### src/rtl/imem_boot_loader_pkg.sv
// Shared definitions for the instruction-memory boot loader: field widths,
// default frame marker and FSM state encoding.
package imem_boot_loader_pkg;

   localparam int unsigned BYTE_W = 8;
   localparam int unsigned WORD_W = 32;
   localparam int unsigned LEN_W  = 16;
   localparam int unsigned BCNT_W = 2;

   localparam logic [BYTE_W-1:0] SYNC_BYTE_DEF = 8'hA5;

   typedef enum logic [2:0] {
      ST_IDLE   = 3'd0,
      ST_LEN_HI = 3'd1,
      ST_LEN_LO = 3'd2,
      ST_DATA   = 3'd3,
      ST_CHECK  = 3'd4,
      ST_RUN    = 3'd5,
      ST_ERR    = 3'd6
   } state_e;

   // Every non-terminal state takes one byte per cycle.
   function automatic logic accepts_bytes(input state_e s);
      return (s == ST_IDLE) || (s == ST_LEN_HI) || (s == ST_LEN_LO) ||
             (s == ST_DATA) || (s == ST_CHECK);
   endfunction

endpackage

### src/rtl/imem_boot_loader_if.sv
// Byte-stream input and instruction-memory write port of the boot loader.
interface imem_boot_loader_if
   import imem_boot_loader_pkg::*;
#(
   parameter int unsigned ADDR_W = 8
);
   logic [BYTE_W-1:0] rx_data;
   logic              rx_valid;
   logic              rx_ready;
   logic              imem_we;
   logic [ADDR_W-1:0] imem_addr;
   logic [WORD_W-1:0] imem_wdata;

   // The loader consumes bytes and drives the memory write port.
   modport slave (
      input  rx_data,
      input  rx_valid,
      output rx_ready,
      output imem_we,
      output imem_addr,
      output imem_wdata
   );

   // The host supplies bytes and observes the write port.
   modport master (
      output rx_data,
      output rx_valid,
      input  rx_ready,
      input  imem_we,
      input  imem_addr,
      input  imem_wdata
   );
endinterface

### src/rtl/imem_boot_loader_word_assembler.sv
// Packs big-endian bytes into 32-bit words and keeps a running XOR of every byte.
module boot_word_assembler
   import imem_boot_loader_pkg::*;
(
   input  logic              clk,
   input  logic              reset,
   input  logic              i_clear,
   input  logic              i_byte_en,
   input  logic [BYTE_W-1:0] i_byte,
   output logic [WORD_W-1:0] o_word_c,
   output logic              o_word_ready_c,
   output logic [BYTE_W-1:0] o_chk
);

   logic [WORD_W-BYTE_W-1:0] r_shift;
   logic [BCNT_W-1:0]        r_cnt;
   logic [BYTE_W-1:0]        r_chk;

   // Only the three earlier bytes are stored; the fourth is taken straight from the input.
   always_ff @(posedge clk) begin
      if (reset || i_clear) begin
         r_shift <= '0;
         r_cnt   <= '0;
         r_chk   <= '0;
      end else if (i_byte_en) begin
         r_shift <= {r_shift[WORD_W-2*BYTE_W-1:0], i_byte};
         r_cnt   <= r_cnt + BCNT_W'(1);
         r_chk   <= r_chk ^ i_byte;
      end
   end

   assign o_word_c       = {r_shift, i_byte};
   assign o_word_ready_c = i_byte_en && (r_cnt == BCNT_W'(3));
   assign o_chk          = r_chk;

endmodule

### src/rtl/imem_boot_loader.sv
// Boot loader: parses a framed byte stream into instruction memory and holds the
// CPU in reset until the image checksum verifies.
module imem_boot_loader
   import imem_boot_loader_pkg::*;
#(
   parameter int unsigned       ADDR_W    = 8,
   parameter int unsigned       DEPTH     = 256,
   parameter logic [BYTE_W-1:0] SYNC_BYTE = SYNC_BYTE_DEF
)(
   input  logic               clk,
   input  logic               reset,
   imem_boot_loader_if.slave  bus,
   output logic               cpu_reset,
   output logic               done,
   output logic               error,
   output logic [LEN_W-1:0]   words_loaded
);

   state_e             r_state;
   state_e             w_state_nxt;
   logic [BYTE_W-1:0]  r_len_hi;
   logic [BYTE_W-1:0]  w_len_hi_nxt;
   logic [LEN_W-1:0]   r_len;
   logic [LEN_W-1:0]   w_len_nxt;
   logic [LEN_W-1:0]   r_word_idx;
   logic [LEN_W-1:0]   w_word_idx_nxt;
   logic [LEN_W-1:0]   w_len_rx;

   logic               w_xfer;
   logic               w_clear;
   logic               w_byte_en;
   logic [WORD_W-1:0]  w_word;
   logic               w_word_ready;
   logic [BYTE_W-1:0]  w_chk;

   logic               r_rx_ready;
   logic               r_imem_we;
   logic [ADDR_W-1:0]  r_imem_addr;
   logic [WORD_W-1:0]  r_imem_wdata;
   logic               r_cpu_reset;
   logic               r_done;
   logic               r_error;
   logic [LEN_W-1:0]   r_words_loaded;

   assign w_xfer    = bus.rx_valid && r_rx_ready;
   assign w_len_rx  = {r_len_hi, bus.rx_data};
   assign w_byte_en = w_xfer && (r_state == ST_DATA);
   // A new frame starts from a clean assembler and checksum.
   assign w_clear   = w_xfer && (r_state == ST_IDLE) && (bus.rx_data == SYNC_BYTE);

   boot_word_assembler u_asm (
      .clk            (clk),
      .reset          (reset),
      .i_clear        (w_clear),
      .i_byte_en      (w_byte_en),
      .i_byte         (bus.rx_data),
      .o_word_c       (w_word),
      .o_word_ready_c (w_word_ready),
      .o_chk          (w_chk)
   );

   always_ff @(posedge clk) begin
      if (reset) begin
         r_state    <= ST_IDLE;
         r_len_hi   <= '0;
         r_len      <= '0;
         r_word_idx <= '0;
      end else begin
         r_state    <= w_state_nxt;
         r_len_hi   <= w_len_hi_nxt;
         r_len      <= w_len_nxt;
         r_word_idx <= w_word_idx_nxt;
      end
   end

   always_comb begin
      w_state_nxt    = r_state;
      w_len_hi_nxt   = r_len_hi;
      w_len_nxt      = r_len;
      w_word_idx_nxt = r_word_idx;
      case (r_state)
         ST_IDLE: begin
            if (w_clear) begin
               w_state_nxt    = ST_LEN_HI;
               w_word_idx_nxt = '0;
            end
         end
         ST_LEN_HI: begin
            if (w_xfer) begin
               w_len_hi_nxt = bus.rx_data;
               w_state_nxt  = ST_LEN_LO;
            end
         end
         ST_LEN_LO: begin
            if (w_xfer) begin
               w_len_nxt = w_len_rx;
               if (32'(w_len_rx) > DEPTH)  w_state_nxt = ST_ERR;
               else if (w_len_rx == '0)    w_state_nxt = ST_CHECK;
               else                        w_state_nxt = ST_DATA;
            end
         end
         ST_DATA: begin
            if (w_word_ready) begin
               w_word_idx_nxt = r_word_idx + LEN_W'(1);
               if (r_word_idx == r_len - LEN_W'(1)) w_state_nxt = ST_CHECK;
            end
         end
         ST_CHECK: begin
            if (w_xfer) w_state_nxt = (bus.rx_data == w_chk) ? ST_RUN : ST_ERR;
         end
         ST_RUN:  w_state_nxt = ST_RUN;
         ST_ERR:  w_state_nxt = ST_ERR;
         default: w_state_nxt = ST_IDLE;
      endcase
   end

   // Status and memory-port registers follow the next state so they change with it.
   always_ff @(posedge clk) begin
      if (reset) begin
         r_rx_ready     <= 1'b0;
         r_imem_we      <= 1'b0;
         r_imem_addr    <= '0;
         r_imem_wdata   <= '0;
         r_cpu_reset    <= 1'b1;
         r_done         <= 1'b0;
         r_error        <= 1'b0;
         r_words_loaded <= '0;
      end else begin
         r_rx_ready  <= accepts_bytes(w_state_nxt);
         r_imem_we   <= w_word_ready;
         r_cpu_reset <= (w_state_nxt != ST_RUN);
         r_done      <= (w_state_nxt == ST_RUN);
         r_error     <= (w_state_nxt == ST_ERR);
         if (w_word_ready) begin
            r_imem_addr    <= ADDR_W'(r_word_idx);
            r_imem_wdata   <= w_word;
            r_words_loaded <= r_word_idx + LEN_W'(1);
         end
      end
   end

   assign bus.rx_ready   = r_rx_ready;
   assign bus.imem_we    = r_imem_we;
   assign bus.imem_addr  = r_imem_addr;
   assign bus.imem_wdata = r_imem_wdata;
   assign cpu_reset      = r_cpu_reset;
   assign done           = r_done;
   assign error          = r_error;
   assign words_loaded   = r_words_loaded;

endmodule
### src/flat_wrapper.sv
// flat-port wrapper written by rule: the top's interface ports become plain ports
module imem_boot_loader_flat import imem_boot_loader_pkg::*;
#(
   parameter int unsigned       ADDR_W    = 8,
   parameter int unsigned       DEPTH     = 256,
   parameter logic [BYTE_W-1:0] SYNC_BYTE = SYNC_BYTE_DEF
)
  (clk, reset, cpu_reset, done, error, words_loaded, bus_rx_data, bus_rx_valid, bus_rx_ready, bus_imem_we, bus_imem_addr, bus_imem_wdata);
  imem_boot_loader_if #(.ADDR_W(ADDR_W)) bus_i ();
  input  logic clk;
  input  logic reset;
  output logic cpu_reset;
  output logic done;
  output logic error;
  output logic [LEN_W-1:0] words_loaded;
  input wire logic [$bits(bus_i.rx_data)-1:0] bus_rx_data;
  input wire logic [$bits(bus_i.rx_valid)-1:0] bus_rx_valid;
  output wire logic [$bits(bus_i.rx_ready)-1:0] bus_rx_ready;
  output wire logic [$bits(bus_i.imem_we)-1:0] bus_imem_we;
  output wire logic [$bits(bus_i.imem_addr)-1:0] bus_imem_addr;
  output wire logic [$bits(bus_i.imem_wdata)-1:0] bus_imem_wdata;
  assign bus_i.rx_data = bus_rx_data;
  assign bus_i.rx_valid = bus_rx_valid;
  assign bus_rx_ready = bus_i.rx_ready;
  assign bus_imem_we = bus_i.imem_we;
  assign bus_imem_addr = bus_i.imem_addr;
  assign bus_imem_wdata = bus_i.imem_wdata;
  imem_boot_loader #(.ADDR_W(ADDR_W), .DEPTH(DEPTH), .SYNC_BYTE(SYNC_BYTE)) u_core (.clk(clk), .reset(reset), .bus(bus_i), .cpu_reset(cpu_reset), .done(done), .error(error), .words_loaded(words_loaded));
endmodule
### config.mk
export PLATFORM = sky130hd
export DESIGN_NAME = imem_boot_loader_flat
export DESIGN_NICKNAME = d
export VERILOG_FILES = /design/src/rtl/imem_boot_loader_pkg.sv /design/src/rtl/imem_boot_loader_if.sv /design/src/rtl/imem_boot_loader_word_assembler.sv /design/src/rtl/imem_boot_loader.sv /design/src/flat_wrapper.sv
export SDC_FILE = /design/constraint.sdc
export NUM_CORES = 1
export LEC_CHECK = 0
export CAP_MARGIN = 20
export CORE_MARGIN = 1.5
export CORE_UTILIZATION = 42
export CTS_CLUSTER_DIAMETER = 50
export DETAILED_ROUTE_END_ITERATION = 10
export SLEW_MARGIN = 0
export SYNTH_ARGS = -nofsm -noshare
export SYNTH_HDL_FRONTEND = slang
export SYNTH_HIERARCHICAL = 1
export SYNTH_SLANG_ARGS = --single-unit
### constraint.sdc
create_clock -name clk -period 3.53 [get_ports clk]
set_input_delay 0.706 -clock clk [delete_from_list [all_inputs] [get_ports clk]]
set_output_delay 0.706 -clock clk [all_outputs]
set_load 0.005 [all_outputs]
==> impl_metrics.env <==
export IMPL_status="complete, no violations"
export IMPL_syn_area_per_cell_sq_um=9.21
export IMPL_cts_inserted_buffers=17
export IMPL_start_kind="primary input"
export IMPL_fin_nets=739
export IMPL_wl_microns=14100
export IMPL_dr_pass1_iters=4
export IMPL_antenna_found_initial=0
export IMPL_final_util_pct=52.2
export IMPL_yosys_register_bits=138
export IMPL_rows=44
export IMPL_cts_tree="done"
export IMPL_internal_power_w=0.00268
export IMPL_hold_ws_ns=0.473
export IMPL_synth_nets=689
export IMPL_synth_cell_types=58
export IMPL_vias=4731
export IMPL_yosys_warnings=6
export IMPL_pwr_density_cell_mw_per_mm2=452
export IMPL_worst_pin_slew_ns=0.766
export IMPL_layout_drive_gt1_share_pct=10.4
export IMPL_switching_share_pct=21.5
export IMPL_crit_path_end_kind="flop"
export IMPL_fp_dieW_microns=125
export IMPL_place_gp_congestion=0.824
export IMPL_die_area_sq_mm=0.0155
export IMPL_grt_ovfl_total=0
export IMPL_seq_power_share_pct=45.6
export IMPL_fin_crit_ns=2.74
export IMPL_fmax_ghz=0.365
export IMPL_syn_to_final_growth_pct=21.5
export IMPL_setup_violations=0
export IMPL_io_pins=72
export IMPL_crit_arrival_ns=3.02
export IMPL_post_route_cell_area_sq_mm=0.00756
export IMPL_die_h_microns=125
export IMPL_synth_area_sq_mm=0.00622
export IMPL_clock_sinks=138
export IMPL_hold_class="flop to flop"
export IMPL_cp_max_fo=8
export IMPL_tns_ns=0
export IMPL_ff2ff_path_depth=9
export IMPL_ctsHoldBuffers=0
export IMPL_ir_drop_uv=413
export IMPL_htree_levels=4
export IMPL_maxSlewViolCount=0
export IMPL_rsz0062_at_grt="no"
export IMPL_drc_errors=0
export IMPL_async_flop_share_pct=0
export IMPL_cp_required_ns=3.81
export IMPL_cap_violations=0
export IMPL_worstSetupPathType="primary input to flop"
export IMPL_combPwrFrac_pct=2.1
export IMPL_core_region_area_sq_mm=0.0145
export IMPL_drt_iter0_drc=294
export IMPL_num_fill_cells=1361
export IMPL_multi_input_area_sq_mm=0.00309
export IMPL_ys_seq_area_share_pct=44.4
export IMPL_cts_resized=0
export IMPL_cts_buffer_depth=2
export IMPL_layout_common_cells="138 x dfxtp_1, 120 x nor2_1, 76 x mux2i_1"
export IMPL_drtAntennaViolNets=0
export IMPL_p_sw_w=0.000735
export IMPL_grt_pass1_vias=4471
export IMPL_grt_pass1_wl_microns=23400
export IMPL_grt_max_degree=73
export IMPL_cts_setup_buffers=0
export IMPL_clockPowerShare_pct=52.3
export IMPL_wl_per_cell_microns=15.3
export IMPL_seqCellArea_sq_mm=0.00276
export IMPL_start_util_pct=42.9
export IMPL_dpl_hpwl_microns=9590
export IMPL_port_buffers=71
export IMPL_syn_inst=675
export IMPL_ys_flop_type="dfxtp_1"
export IMPL_clk_latency_ns=0.42
export IMPL_slew_headroom_pct=48.9
export IMPL_antennaDiodeCount=0
export IMPL_final_hold_viol_count=0
export IMPL_grt_total_usage_pct=18.8
export IMPL_clock_skew_ns=0.00827
export IMPL_root_buffer="clkbuf_16"
export IMPL_p_leak_nw=2.56
export IMPL_routed_via_density=5.13
export IMPL_dpl_cell_area_sq_mm=0.00695
export IMPL_final_common_cell="dfxtp_1"
export IMPL_post_route_period_util_pct=77.6
export IMPL_clk_pin_slew_ns=0.06
export IMPL_holdPathStages=2
export IMPL_synth_edf_count=0
export IMPL_r2r_slack_ns=1.01
[final timing paths]
kind	start	to
max	bus_rx_data[1]	u_core/bus.rx_ready$_SDFF_PP0_
min	u_core/r_len_hi[2]$_SDFFE_PP0P_	u_core/r_len[10]$_SDFFE_PP0P_
max reg2reg	u_core/r_len[0]$_SDFFE_PP0P_	u_core/r_state[2]$_SDFF_PP0_
min reg2reg	u_core/r_len_hi[2]$_SDFFE_PP0P_	u_core/r_len[10]$_SDFFE_PP0P_
[worst max-delay path, stage by stage]
cell and delay (ns):
clkdlybuf4s50_1 0.62, xnor2_1 0.33, nand3_1 0.10, or4b_2 0.62, o211a_1 0.26, and2_1 0.18, a21oi_1 0.15, nor2_1 0.05
[registers in the layout, indices dropped and copies added (netlist names), 2 cells and up]
signal	flops
u_core/bus.imem_wdata	32
u_core/u_asm/r_shift	24
u_core/r_len	16
u_core/r_word_idx	16
u_core/words_loaded	16
u_core/bus.imem_addr	8
u_core/r_len_hi	8
u_core/u_asm/o_chk	8
u_core/r_state	3
u_core/u_asm/r_cnt	2
[logic make-up (layout without fill, tap and decap cells)]
kind of cell             after synthesis  after routing  share of synthesized area, %
AO/OA/AOI/OAI                         97             97                          10.2
flip-flops                           138            138                          44.4
AND/OR/NAND/NOR                      251            251                          20.0
XOR/XNOR                              47             47                          6.62
adder cells (fa/ha/maj)                3              3                         0.604
multiplexers                          76             76                          12.2
buffers and inverters                 63            126                          5.98
[routing by layer]
metal,track usage (%),vias to the layer above,share of wire [%]
met2,29.4,96,46
met5,0,-,0
met1,24.9,2208,48
li1,-,2418,-
met3,5.15,9,4.7
met4,6.29,0,1.1
[power by group through the flow]
stage / sequential (W) / clock (W) / combinational (W)
2_1_floorplan: 0.00159 / 0 / 0.0000413
3_3_place_gp: 0.00159 / 0 / 0.0000709
3_5_place_dp: 0.00159 / 0 / 0.0000715
4_1_cts: 0.00156 / 0.00184 / 0.0000719
5_1_grt: 0.00156 / 0.00190 / 0.0000773
6_report: 0.00156 / 0.00179 / 0.0000706
[cells in the mapped netlist, types with 2 or more instances]
master,number,area [sq um]
buf_2,4,20.0
or4b_2,2,20.0
a22oi_1,5,37.5
nor2_1,121,454
nand2_1,47,176
nor4_4,3,63.8
and2_1,2,12.5
a211oi_1,14,105
buf_1,4,15.0
buf_6,11,124
nor4_1,5,31.3
or4_4,2,22.5
and3_1,5,31.3
xnor2_1,30,263
nand3_1,15,75.1
a21oi_1,37,185
o21ai_0,15,75.1
nor3_2,2,20.0
dfxtp_1,138,2760
nand4_1,8,50.1
nand3b_1,11,82.6
or4_1,2,15.0
mux2i_1,76,761
clkbuf_1,23,86.3
nor3b_1,2,15.0
nand4b_1,2,17.5
nor2b_1,3,18.8
nor3_1,7,35.0
a21bo_2,8,80.1
a31oi_1,3,18.8
ha_1,3,37.5
inv_1,8,30.0
nand4bb_1,2,22.5
a21oi_2,4,35.0
or3_1,2,12.5
xor2_1,17,149
buf_4,11,82.6
[cell type report]
class                      instances  share of cell area [%]
clock inverter                    12                    1.84
multi-input combinational        474                    41.0
timing repair buffer              86                    11.0
inverter                           8                   0.397
sequential                       138                    36.6
clock buffer                      20                    6.18
tap                              184                    3.05
[metrics by stage]
stage,power (W),worst slack (ns),instances
5_1_grt,0.00353,0.581,922
3_5_place_dp,0.00166,0.344,890
4_1_cts,0.00347,0.782,922
2_1_floorplan,0.00163,0.873,675
3_3_place_gp,0.00166,0.301,890
6_report,0.00342,0.792,922
Note: power is estimated with default switching activity, not from simulation.
